File: config.mk
export PLATFORM = sky130hd
export DESIGN_NAME = mem_arbiter
export DESIGN_NICKNAME = d
export VERILOG_FILES = /design/src/rtl/mem_arb_pkg.sv /design/src/rtl/rr_arb2.sv /design/src/rtl/mem_arbiter.sv
export SDC_FILE = /design/constraint.sdc
export NUM_CORES = 1
export LEC_CHECK = 0
export BUFFER_PORTS_ARGS = -buffer_cell sky130_fd_sc_hd__buf_2
export CAP_MARGIN = 20
export CELL_PAD_IN_SITES_DETAIL_PLACEMENT = 0
export CELL_PAD_IN_SITES_GLOBAL_PLACEMENT = 1
export CORE_UTILIZATION = 37
export CTS_BUF_LIST = sky130_fd_sc_hd__clkbuf_8
export CTS_CLUSTER_DIAMETER = 50
export DETAILED_ROUTE_END_ITERATION = 10
export PLACE_DENSITY = 0.95
export SYNTH_ARGS = -nofsm -noshare
export SYNTH_HDL_FRONTEND = slang
export SYNTH_SLANG_ARGS = --single-unit
File: constraint.sdc
create_clock -name clk -period 3.1 [get_ports clk]
set_input_delay 0 -clock clk [delete_from_list [all_inputs] [get_ports clk]]
set_output_delay 0 -clock clk [all_outputs]
set_load 0.01 [all_outputs]
File: src/rtl/mem_arb_pkg.sv
// Shared types for the two-requester memory port arbiter.
// Combinational-free package: widths, requester ids, command stage and lock state.
// No flow control lives here; see mem_arbiter for handshake behaviour.
package mem_arb_pkg;

    localparam int unsigned WORD_W = 32;

    typedef enum logic {
        REQ_A = 1'b0,
        REQ_B = 1'b1
    } req_id_t;

    typedef enum logic [1:0] {
        UNLOCKED = 2'd0,
        LOCKED_A = 2'd1,
        LOCKED_B = 2'd2
    } lock_state_t;

    typedef struct packed {
        logic              v;
        req_id_t           id;
        logic              we;
        logic [WORD_W-1:0] addr;
        logic [WORD_W-1:0] wd;
    } cmd_t;

endpackage

File: src/rtl/rr_arb2.sv
// Two-input round-robin grant with a lock mask; grant is combinational, pointer registered.
// Latency: grant in the same cycle as req; pointer updates at the edge of each grant.
// Backpressure: masked or losing requests simply see no grant and wait.
module rr_arb2
    import mem_arb_pkg::*;
(
    input  logic       clk,
    input  logic       rst_n,
    input  logic [1:0] req,
    input  logic [1:0] mask,
    output logic [1:0] gnt
);

    req_id_t    rr_last;
    logic [1:0] elig;

    always_comb begin
        elig = req & mask;
        gnt  = elig;
        // Contention goes to whichever side did not win the previous transfer.
        if (elig == 2'b11) begin
            gnt = (rr_last == REQ_A) ? 2'b10 : 2'b01;
        end
    end

    always_ff @(posedge clk or negedge rst_n) begin
        if (!rst_n) begin
            rr_last <= REQ_B;
        end else if (gnt[0]) begin
            rr_last <= REQ_A;
        end else if (gnt[1]) begin
            rr_last <= REQ_B;
        end
    end

endmodule

File: src/rtl/mem_arbiter.sv
// Shares one memory read/write port between requesters A and B; optional grant lock via MEM_ARB_LOCK_EN.
// Latency: accept at edge T, memory driven in cycle T+1, rsp_valid pulse in cycle T+2.
// Backpressure: ready limited only by arbitration (and lock); responses cannot be stalled.
module mem_arbiter
    import mem_arb_pkg::*;
#(
    parameter int unsigned CAPACITY = 64
) (
    input  logic              clk,
    input  logic              rst_n,

    input  logic              a_valid,
    output logic              a_ready,
    input  logic              a_we,
    input  logic [WORD_W-1:0] a_addr,
    input  logic [WORD_W-1:0] a_wd,
    input  logic              a_lock,
    output logic              a_rsp_valid,
    output logic [WORD_W-1:0] a_rdata,

    input  logic              b_valid,
    output logic              b_ready,
    input  logic              b_we,
    input  logic [WORD_W-1:0] b_addr,
    input  logic [WORD_W-1:0] b_wd,
    input  logic              b_lock,
    output logic              b_rsp_valid,
    output logic [WORD_W-1:0] b_rdata,

    output logic              mem_we,
    output logic [WORD_W-1:0] mem_rwa,
    output logic [WORD_W-1:0] mem_wd,
    input  logic [WORD_W-1:0] mem_rwd
);

    logic [1:0] gnt;
    logic [1:0] grant_mask;
    cmd_t       cmd_d;
    cmd_t       cmd_q;

    // Range checking belongs to the memory; addresses pass through untouched.
    logic [31:0] unused_capacity;
    assign unused_capacity = CAPACITY;

    rr_arb2 u_rr_arb2 (
        .clk   (clk),
        .rst_n (rst_n),
        .req   ({b_valid, a_valid}),
        .mask  (grant_mask),
        .gnt   (gnt)
    );

    // Requesters may hold valid through reset; nothing is accepted while it is asserted.
    assign a_ready = gnt[0] & rst_n;
    assign b_ready = gnt[1] & rst_n;

`ifdef MEM_ARB_LOCK_EN
    lock_state_t lock_q;
    lock_state_t lock_d;

    always_ff @(posedge clk or negedge rst_n) begin
        if (!rst_n) begin
            lock_q <= UNLOCKED;
        end else begin
            lock_q <= lock_d;
        end
    end

    // Only the owner can transfer while locked, so any transfer decides the next owner.
    always_comb begin
        lock_d = lock_q;
        if (a_ready) begin
            lock_d = a_lock ? LOCKED_A : UNLOCKED;
        end else if (b_ready) begin
            lock_d = b_lock ? LOCKED_B : UNLOCKED;
        end
    end

    always_comb begin
        case (lock_q)
            LOCKED_A: grant_mask = 2'b01;
            LOCKED_B: grant_mask = 2'b10;
            default:  grant_mask = 2'b11;
        endcase
    end
`else
    logic unused_lock;
    assign unused_lock = a_lock ^ b_lock;
    assign grant_mask  = 2'b11;
`endif

    always_comb begin
        cmd_d = '0;
        if (a_ready) begin
            cmd_d.v    = 1'b1;
            cmd_d.id   = REQ_A;
            cmd_d.we   = a_we;
            cmd_d.addr = a_addr;
            cmd_d.wd   = a_wd;
        end else if (b_ready) begin
            cmd_d.v    = 1'b1;
            cmd_d.id   = REQ_B;
            cmd_d.we   = b_we;
            cmd_d.addr = b_addr;
            cmd_d.wd   = b_wd;
        end
    end

    always_ff @(posedge clk or negedge rst_n) begin
        if (!rst_n) begin
            cmd_q <= '0;
        end else begin
            cmd_q <= cmd_d;
        end
    end

    assign mem_we  = cmd_q.v & cmd_q.we;
    assign mem_rwa = cmd_q.v ? cmd_q.addr : '0;
    assign mem_wd  = cmd_q.v ? cmd_q.wd   : '0;

    // Memory read is combinational, so a write still returns the old word here.
    always_ff @(posedge clk or negedge rst_n) begin
        if (!rst_n) begin
            a_rsp_valid <= 1'b0;
            b_rsp_valid <= 1'b0;
            a_rdata     <= '0;
            b_rdata     <= '0;
        end else begin
            a_rsp_valid <= cmd_q.v && (cmd_q.id == REQ_A);
            b_rsp_valid <= cmd_q.v && (cmd_q.id == REQ_B);
            if (cmd_q.v && (cmd_q.id == REQ_A)) begin
                a_rdata <= mem_rwd;
            end
            if (cmd_q.v && (cmd_q.id == REQ_B)) begin
                b_rdata <= mem_rwd;
            end
        end
    end

endmodule

==> flow_metrics.py, run 1 <==
metrics = {
    "cells_and_area": {
        "drive_gt1_frac": 0.417,
        "mostFrequentLayoutCells": "buf_2 (297), dlygate4sd3_1 (166), dfrtp_1 (133), nand2_1 (131)",
        "final_common_cell": "buf_2",
        "fillers": 1204,
        "multiInputGateArea_mm2": 0.00220,
        "final_cells": 1189,
        "syn2layout_area_growth_pct": 61.2,
        "stdcell_area_mm2": 0.00946,
        "utilization": 0.618,
        "seq_area_mm2": 0.00335,
        "fin_nets": 1133,
    },
    "timing": {
        "min_period_over_period": 0.746,
        "tns_ps": 0,
        "slew-limit-headroom": 0.461,
        "rsz0062_at_grt": "false",
        "fin_crit_ps": 2310,
        "hold_violations": 0,
        "clock_skew_ps": 9.48,
        "fmax_mhz": 433,
        "finalMaxSlewViolations": 0,
        "setup_violations": 0,
        "worst_slew_pin_slew_ps": 808,
        "holdWs_ps": 206,
    },
    "critical_path": {
        "r2r-end": "cmd_q[54]",
        "r2r_setup_slack_ps": 790,
        "setup.worst_path.start_class": "register",
        "worstSetupPathType": "register to register",
        "worstSetupEndpointType": "register",
        "cp.required_ps": 3400,
        "crit_arrival_ps": 2620,
        "reg2reg_from": "u_rr_arb2.rr_last",
        "r2r_cells": 5,
        "critPathMaxFanout": 47,
    },
    "logic_synthesis": {
        "yosys_warnings": 0,
        "ys_ff_latch": 134,
        "yosysSeqAreaShare": 0.572,
        "synth_area_per_cell_um2": 11.4,
        "syn_nets": 684,
        "synth.cell_area_mm2": 0.00587,
        "ys_types": 21,
        "syn_inst": 516,
    },
    "route": {
        "drt-wirelength-per-cell_um": 15.1,
        "vias": 5505,
        "via_per_inst": 4.63,
        "drt_iter0_markers": 178,
        "antenna_left": 0,
        "wirelength_um": 17900,
        "first_pass_iters": 4,
        "drc": 0,
    },
    "floorplan": {
        "rows": 45,
        "initial_core_util": 0.383,
        "core-area_mm2": 0.0153,
        "die_w_um": 128,
        "ioPinCount": 301,
        "die-height_um": 128,
        "die-area_mm2": 0.0164,
    },
    "clock_tree": {
        "clk_path_buf_depth": 2,
        "post-cts-setup-buffer-count": 0,
        "clock-root-buffer": "clkbuf_8",
        "htreeDepth": 4,
        "tritoncts": "done",
        "cts_resized": 0,
        "path_clk_slew_ps": 80,
        "cts.sinks": 134,
        "clock_latency_ps": 420,
        "cts_hold_buffers": 166,
        "cts_buffers": 17,
    },
    "pwr": {
        "total_leakage_power_nw": 4.96,
        "vdd_drop_max_mv": 0.250,
        "powerDensity_mw_per_mm2": 495,
    },
    "grt": {
        "grt_remaining_overflow": 0,
        "grt_pass1_wl_um": 28000,
        "grt_usage": 0.222,
        "grt_pass1_vias": 5759,
        "antenna_found_initial": 1,
        "grt_max_degree": 117,
    },
    "run_status": {
        "status": "complete, no violations",
    },
    "place": {
        "dp.cells": 991,
        "dp_hpwl_um": 10600,
        "port_buffers": 298,
        "place_area_mm2": 0.00741,
        "gp_congestion": 0.735,
    },
    "hold_path": {
        "min_path_type": "input pin to async pin",
    },
    "flow_run": {
        "maxCapViolations": 0,
    },
}
## worst max-delay path, stage by stage (launching register included)
cell and delay [ps]:
dfstp_2 370, nand2b_1 150, nand2_2 340, buf_4 500, o22ai_1 190, dlygate4sd3_1 600
## power breakdown
| group | internal [mW] | leakage, nW | switching, mW |
|---|---|---|---|
| combinational | 0.634 | 3.10 | 0.525 |
| clock | 0.719 | 0.194 | 0.698 |
| sequential | 1.99 | 1.67 | 0.113 |
| total | 3.34 | 4.96 | 1.34 |
## worst max path at each step
| stage | startpoint | to | slack (ps) | depth (start not counted) |
|---|---|---|---|---|
| final | u_rr_arb2.rr_last | cmd_q[54] | 790 | 5 |
| after global routing | u_rr_arb2.rr_last | cmd_q[50] | 650 | 5 |
| after CTS | u_rr_arb2.rr_last | cmd_q[42] | 790 | 5 |
| after detailed placement | cmd_q[66] | b_rdata[10] | 1330 | 2 |
| after global placement | cmd_q[66] | b_rdata[10] | 1350 | 2 |
| after floorplan | cmd_q[66] | a_rdata[10] | 1900 | 4 |
## synth_stat cells (all sizes together)
cell	instances	area share
o21ai	1	0.00085
mux2	64	0.14
nor2b	1	0.0023
o22ai	65	0.069
inv	3	0.0019
dfrtp	133	0.57
and2	65	0.069
nand2	134	0.086
clkbuf	17	0.016
buf	26	0.036
nor2	5	0.0032
dfstp	1	0.0045
nand2b	1	0.0011
## per-layer routing
metal / global-route usage / routed length [um]
met2: 0.418 / 9470
met4: 0.0782 / 282
met1: 0.242 / 7060
met3: 0.0530 / 1110
met5: 0 / 6
## flip-flops by register name, indices dropped and copies added (netlist names)
signal and cells:
cmd_q 67, a_rdata 32, a_rsp_valid 1, b_rsp_valid 1, b_rdata 32, u_rr_arb2.rr_last 1
## final cells by class
cell class                      count  share of cell area
Antenna cell                        1            0.000265
Clock buffer                       17              0.0247
Clock inverter                     14              0.0163
Inverter                            3             0.00119
Multi-Input combinational cell    336               0.232
Sequential cell                   134               0.355
Tap cell                          211              0.0279
Timing Repair Buffer              473               0.343
## cells by family after synthesis
logic type | share of synthesized area
multiplexers | 0.141
buffers and inverters | 0.0546
AND/OR/NAND/NOR | 0.162
AO/OA/AOI/OAI | 0.0702
flip-flops | 0.572
## through the flow
stage | power (mW) | worst slack, ps
6_report | 4.68 | 788
3_3_place_gp | 3.05 | 1350
2_1_floorplan | 2.65 | 1900
5_1_grt | 4.93 | 648
4_1_cts | 4.69 | 793
3_5_place_dp | 3.08 | 1330
Note: power is estimated with default switching activity, not from simulation.
==> run 2, diff against run 1 <==
--- a/config.mk
+++ b/config.mk
@@ -9,11 +9,11 @@
 export CAP_MARGIN = 20
 export CELL_PAD_IN_SITES_DETAIL_PLACEMENT = 0
 export CELL_PAD_IN_SITES_GLOBAL_PLACEMENT = 1
-export CORE_UTILIZATION = 37
+export CORE_UTILIZATION = 35
 export CTS_BUF_LIST = sky130_fd_sc_hd__clkbuf_8
 export CTS_CLUSTER_DIAMETER = 50
 export DETAILED_ROUTE_END_ITERATION = 10
-export PLACE_DENSITY = 0.95
+export PLACE_DENSITY = 0.91
 export SYNTH_ARGS = -nofsm -noshare
 export SYNTH_HDL_FRONTEND = slang
 export SYNTH_SLANG_ARGS = --single-unit
==> constraint.sdc (replaced) <==
create_clock -name clk -period 2.3 [get_ports clk]
set_input_delay 0 -clock clk [delete_from_list [all_inputs] [get_ports clk]]
set_output_delay 0 -clock clk [all_outputs]
set_load 0.01 [all_outputs]
==> run 2 against run 1 <==
  * Clock skew about the same
  * Critical path type unchanged
  * Critical path depth unchanged
  * Routed wire length up 2.6%
==> flow_metrics.py, run 2 (same netlist as run 1, synthesis figures left out) <==
metrics = {
    "grt": {
        "grt_usage": 0.216,
        "grt_pass1_wl_um": 29200,
        "grt_remaining_overflow": 0,
        "grt_pass1_vias": 5847,
        "antenna_found_initial": 0,
        "grt_max_degree": 91,
    },
    "clock_tree": {
        "cts.sinks": 134,
        "clk_path_buf_depth": 2,
        "cts_buffers": 17,
        "path_clk_slew_ps": 80,
        "htreeDepth": 4,
        "clock_latency_ps": 430,
        "tritoncts": "done",
        "clock-root-buffer": "clkbuf_8",
    },
    "critical_path": {
        "r2r_setup_slack_ps": 280,
        "worstSetupEndpointType": "register",
        "setup.worst_path.start_class": "register",
        "cp_num_cells": 5,
        "cpMaxStageDelayCell": "dlygate4sd3_1",
        "crit_arrival_ps": 2340,
        "worstSetupPathType": "register to register",
        "critPathTopFamily": "buffers and inverters",
        "path_buf_inv": 2,
        "r2r_cells": 5,
        "path_cells": "nand2_1 > nand2_2 > buf_12 > o22ai_1 > dlygate4sd3_1",
        "r2r-end": "cmd_q[6]",
        "critPathMaxFanout": 53,
        "cp.required_ps": 2620,
        "reg2reg_from": "u_rr_arb2.rr_last",
        "critPathMaxStageDelay_ps": 590,
    },
    "cells_and_area": {
        "mostFrequentLayoutCells": "buf_2 (297), dlygate4sd3_1 (166), dfrtp_1 (132), nand2_1 (131)",
        "syn2layout_area_growth_pct": 62.7,
        "top_regs": "cmd_q x67, a_rdata x32, b_rdata x32",
        "fillers": 1289,
        "drive_gt1_frac": 0.419,
        "regMostFlops": "cmd_q",
        "antenna_cells": 0,
        "largest_reg_flops": 67,
        "final_common_cell": "buf_2",
        "fin_nets": 1136,
    },
    "place": {
        "dp_hpwl_um": 11000,
        "port_buffers": 298,
        "place_ws_ps": 519,
        "gp_congestion": 0.755,
    },
    "route": {
        "first_pass_iters": 5,
        "drt-wirelength-per-cell_um": 15.4,
        "antenna_left": 0,
        "drt_iter0_markers": 189,
        "wirelength_um": 18400,
        "via_per_inst": 4.65,
        "vias": 5561,
        "drc": 0,
    },
    "timing": {
        "setup_violations": 0,
        "fmax_mhz": 494,
        "fin_crit_ps": 2020,
        "setup_slack_ps": 276,
        "worst_slew_pin_slew_ps": 729,
        "min_period_over_period": 0.880,
        "slew-limit-headroom": 0.514,
        "tns_ps": 0,
        "clock_skew_ps": 9.75,
        "finalMaxSlewViolations": 0,
        "hold_violations": 0,
        "rsz0062_at_grt": "false",
    },
    "pwr": {
        "powerDensity_mw_per_mm2": 663,
        "total_leakage_power_nw": 4.95,
        "vdd_drop_max_mv": 0.311,
    },
    "floorplan": {
        "initial_core_util": 0.364,
        "die-height_um": 131,
        "core-area_mm2": 0.0161,
        "rows": 46,
        "ioPinCount": 301,
        "die-area_mm2": 0.0173,
        "die_w_um": 131,
    },
    "hold_path": {
        "min_path_type": "input pin to async pin",
    },
    "flow_run": {
        "maxCapViolations": 0,
    },
    "run_status": {
        "status": "complete, no violations",
    },
}
[run 2: worst max path at each step]
| stage | from | to | slack [ps] |
|---|---|---|---|
| 2_1_floorplan | cmd_q[66] | a_rdata[10] | 1100 |
| 3_3_place_gp | u_rr_arb2.rr_last | cmd_q[5] | 550 |
| 3_5_place_dp | u_rr_arb2.rr_last | cmd_q[62] | 520 |
| 4_1_cts | u_rr_arb2.rr_last | a_ready | 50 |
| 5_1_grt | u_rr_arb2.rr_last | cmd_q[23] | 170 |
| 6_report | u_rr_arb2.rr_last | cmd_q[6] | 280 |
[run 2: final cells by class]
class                   count  area (um^2)  area share
clock buffers              17          234      0.0245
clock inverters            14          154      0.0161
inverters                   3         11.3     0.00118
multi-input cells         336         2200       0.231
flip-flops and latches    134         3360       0.352
well taps                 216          270      0.0283
repair buffers            476         3320       0.347
[run 2: what timing repair did]
| item | CTS | global route |
|---|---|---|
| setup buffers | 0 | 0 |
| hold buffers | 166 | 0 |
| setup endpoints to repair | 0 | 2 |
| hold endpoints to repair | 189 | 0 |
| resized for setup | 0 | 1 |
[run 2: report_power, final]
group | internal, mW | switching [mW] | total [mW]
Clock | 0.968 | 0.973 | 1.94
Sequential | 2.68 | 0.149 | 2.83
Combinational | 0.855 | 0.700 | 1.56
Total | 4.51 | 1.82 | 6.33
[run 2: stage by stage]
| stage | total power, mW | hold slack, ps | util | instances | area, um^2 |
|---|---|---|---|---|---|
| final | 6.33 | 124 | 0.592 | 1196 | 9540 |
| after global routing | 6.68 | 124 | 0.592 | 1196 | 9540 |
| after CTS | 6.39 | 125 | 0.592 | 1196 | 9540 |
| after detailed placement | 4.18 | -3.68 | 0.465 | 999 | 7490 |
| after global placement | 4.14 | -5.87 | 0.465 | 999 | 7490 |
| after floorplan | 3.58 | -296 | - | 516 | 5870 |
[run 2: metal layers]
metal	routed length, um	vias up	track usage	share of wire
li1	-	2631	-	-
met1	7340	2613	0.244	0.40
met2	9310	278	0.378	0.51
met3	1240	39	0.0567	0.067
met4	507	0	0.103	0.028
met5	0	-	0	0
==> run 3, diff against run 2 <==
--- a/config.mk
+++ b/config.mk
@@ -7,13 +7,12 @@
 export LEC_CHECK = 0
 export BUFFER_PORTS_ARGS = -buffer_cell sky130_fd_sc_hd__buf_2
 export CAP_MARGIN = 20
-export CELL_PAD_IN_SITES_DETAIL_PLACEMENT = 0
-export CELL_PAD_IN_SITES_GLOBAL_PLACEMENT = 1
-export CORE_UTILIZATION = 35
+export CORE_ASPECT_RATIO = 0.6
+export CORE_UTILIZATION = 47
 export CTS_BUF_LIST = sky130_fd_sc_hd__clkbuf_8
 export CTS_CLUSTER_DIAMETER = 50
 export DETAILED_ROUTE_END_ITERATION = 10
-export PLACE_DENSITY = 0.91
+export PLACE_DENSITY = 0.9
 export SYNTH_ARGS = -nofsm -noshare
 export SYNTH_HDL_FRONTEND = slang
 export SYNTH_SLANG_ARGS = --single-unit
==> run 3 against run 2 <==
  * First-iteration DRC count rose by 84%
  * Core utilization up 19 points
  * Sequential share of layout area grew 0.37 points
  * Global-route usage up 10 points
  * Clock-buffer cell count is the same
  * Via count up 4.2%
  * Fmax fell by 7.9%
  * Sequential cell count unchanged
  * Non-clock buffer count increased by 1
  * Total power shrank 0.58%
  * Combinational power rose by 3%
  * Worst hold slack better by 39 ps
  * Largest power group unchanged
==> flow_metrics.py, run 3 (same netlist as run 1, synthesis figures left out) <==
metrics = {
    "route": {
        "drt_iter0_markers": 347,
        "first_pass_iters": 4,
        "vias": 5792,
        "wl_met2_um": 10900,
        "drc": 0,
        "via_per_inst": 5.05,
        "highest_layer": "met4",
        "drt-met1-wl_um": 7600,
        "drt-wirelength-per-cell_um": 17.8,
        "wirelength_um": 20500,
        "wl_met3_um": 1200,
        "antenna_left": 0,
    },
    "timing": {
        "clock_skew_ps": 10.4,
        "worst_slew_pin_slew_ps": 548,
        "setup_violations": 0,
        "hold_violations": 0,
        "finalMaxSlewViolations": 0,
        "holdWs_ps": 163,
        "fin_crit_ps": 2200,
        "slew-limit-headroom": 0.635,
        "tns_ps": 0,
        "setup_slack_ps": 101,
        "min_period_over_period": 0.956,
        "rsz0062_at_grt": "false",
        "fmax_mhz": 455,
    },
    "critical_path": {
        "crit_arrival_ps": 2550,
        "critPathMaxStageDelay_ps": 620,
        "setup.worst_path.start_class": "register",
        "critPathTopFamily": "buffers and inverters",
        "reg2reg_from": "u_rr_arb2.rr_last",
        "r2r_setup_slack_ps": 100,
        "path_cells": "nand2b_1 > nand2_4 > buf_4 > o22ai_1 > dlygate4sd3_1",
        "path_buf_inv": 2,
        "r2r-end": "cmd_q[42]",
        "cp.required_ps": 2650,
        "worstSetupEndpointType": "register",
        "critPathMaxFanout": 29,
        "r2r_cells": 5,
        "cpMaxStageDelayCell": "dlygate4sd3_1",
        "worstSetupPathType": "register to register",
    },
    "cells_and_area": {
        "seq_area_mm2": 0.00335,
        "multiInputGateArea_mm2": 0.00220,
        "stdcell_area_mm2": 0.00944,
        "fin_nets": 1137,
        "mostFrequentLayoutCells": "buf_2 (297), dlygate4sd3_1 (166), dfrtp_1 (133), nand2_1 (131)",
        "top_regs": "cmd_q x67, a_rdata x32, b_rdata x32",
        "syn2layout_area_growth_pct": 60.9,
        "fillers": 699,
        "final_cells": 1148,
        "largest_reg_flops": 67,
        "drive_gt1_frac": 0.418,
        "regMostFlops": "cmd_q",
        "final_common_cell": "buf_2",
    },
    "clock_tree": {
        "path_clk_slew_ps": 90,
        "clock_latency_ps": 410,
        "htreeDepth": 4,
        "tritoncts": "done",
        "cts.sinks": 134,
        "cts_buffers": 17,
        "clk_path_buf_depth": 2,
        "clock-root-buffer": "clkbuf_8",
    },
    "pwr": {
        "total_leakage_power_nw": 4.99,
        "vdd_drop_max_mv": 0.449,
        "powerDensity_mw_per_mm2": 667,
    },
    "floorplan": {
        "core-area_mm2": 0.0121,
        "ioPinCount": 301,
        "die-area_mm2": 0.0129,
        "initial_core_util": 0.485,
        "die-height_um": 88.5,
        "die_w_um": 146,
        "rows": 31,
    },
    "place": {
        "port_buffers": 298,
        "dp_hpwl_um": 11000,
        "dp.cells": 949,
        "place_ws_ps": 604,
        "gp_congestion": 0.815,
        "place_area_mm2": 0.00740,
    },
    "flow_run": {
        "maxCapViolations": 0,
    },
    "grt": {
        "grt_pass1_wl_um": 31400,
        "grt_pass1_vias": 6151,
        "grt_usage": 0.317,
        "grt_max_degree": 78,
        "grt_remaining_overflow": 0,
        "antenna_found_initial": 1,
    },
    "run_status": {
        "status": "complete, no violations",
    },
    "hold_path": {
        "min_path_type": "input pin to async pin",
    },
}
## run 3: area by class of cell
type                    instances  share of cell area
diodes                          1            0.000265
repair buffers                477               0.349
flip-flops and latches        134               0.355
clock inverters                15              0.0139
well taps                     165              0.0219
inverters                       3             0.00119
clock buffers                  17              0.0248
multi-input cells             336               0.233
## run 3: how the worst max path moves through the flow
stage	endpoint	cells after the start	startpoint
floorplan	a_rdata[10]	4	cmd_q[66]
global placement	cmd_q[19]	4	u_rr_arb2.rr_last
detailed placement	cmd_q[23]	4	u_rr_arb2.rr_last
CTS	cmd_q[33]	5	u_rr_arb2.rr_last
global route	cmd_q[42]	5	u_rr_arb2.rr_last
finish	cmd_q[42]	5	u_rr_arb2.rr_last
## run 3: timing repair
| action | in CTS | in global routing |
|---|---|---|
| endpoints found under the hold margin | 192 | 0 |
| hold buffers | 166 | 0 |
| buffers inserted | 0 | 0 |
| gates resized for setup | 0 | 1 |
| endpoints found under the setup margin | 0 | 30 |
## run 3: per-stage QoR
stage | total power, mW | utilization
after CTS | 6.25 | 0.779
after detailed placement | 4.18 | 0.612
after floorplan | 3.58 | -
after global placement | 4.11 | 0.612
final | 6.29 | 0.780
after global routing | 6.58 | 0.780
## run 3: where the power goes
part           internal (mW)  total, mW  leakage [nW]  switching [mW]
logic                  0.867       1.61          3.13           0.746
registers               2.68       2.85          1.67           0.171
clock network          0.859       1.82         0.185           0.966
## run 3: metal layers
metal	up-vias	GRT usage
met2	286	0.594
li1	2631	-
met3	76	0.0727
met1	2799	0.344
met4	0	0.170
met5	-	0
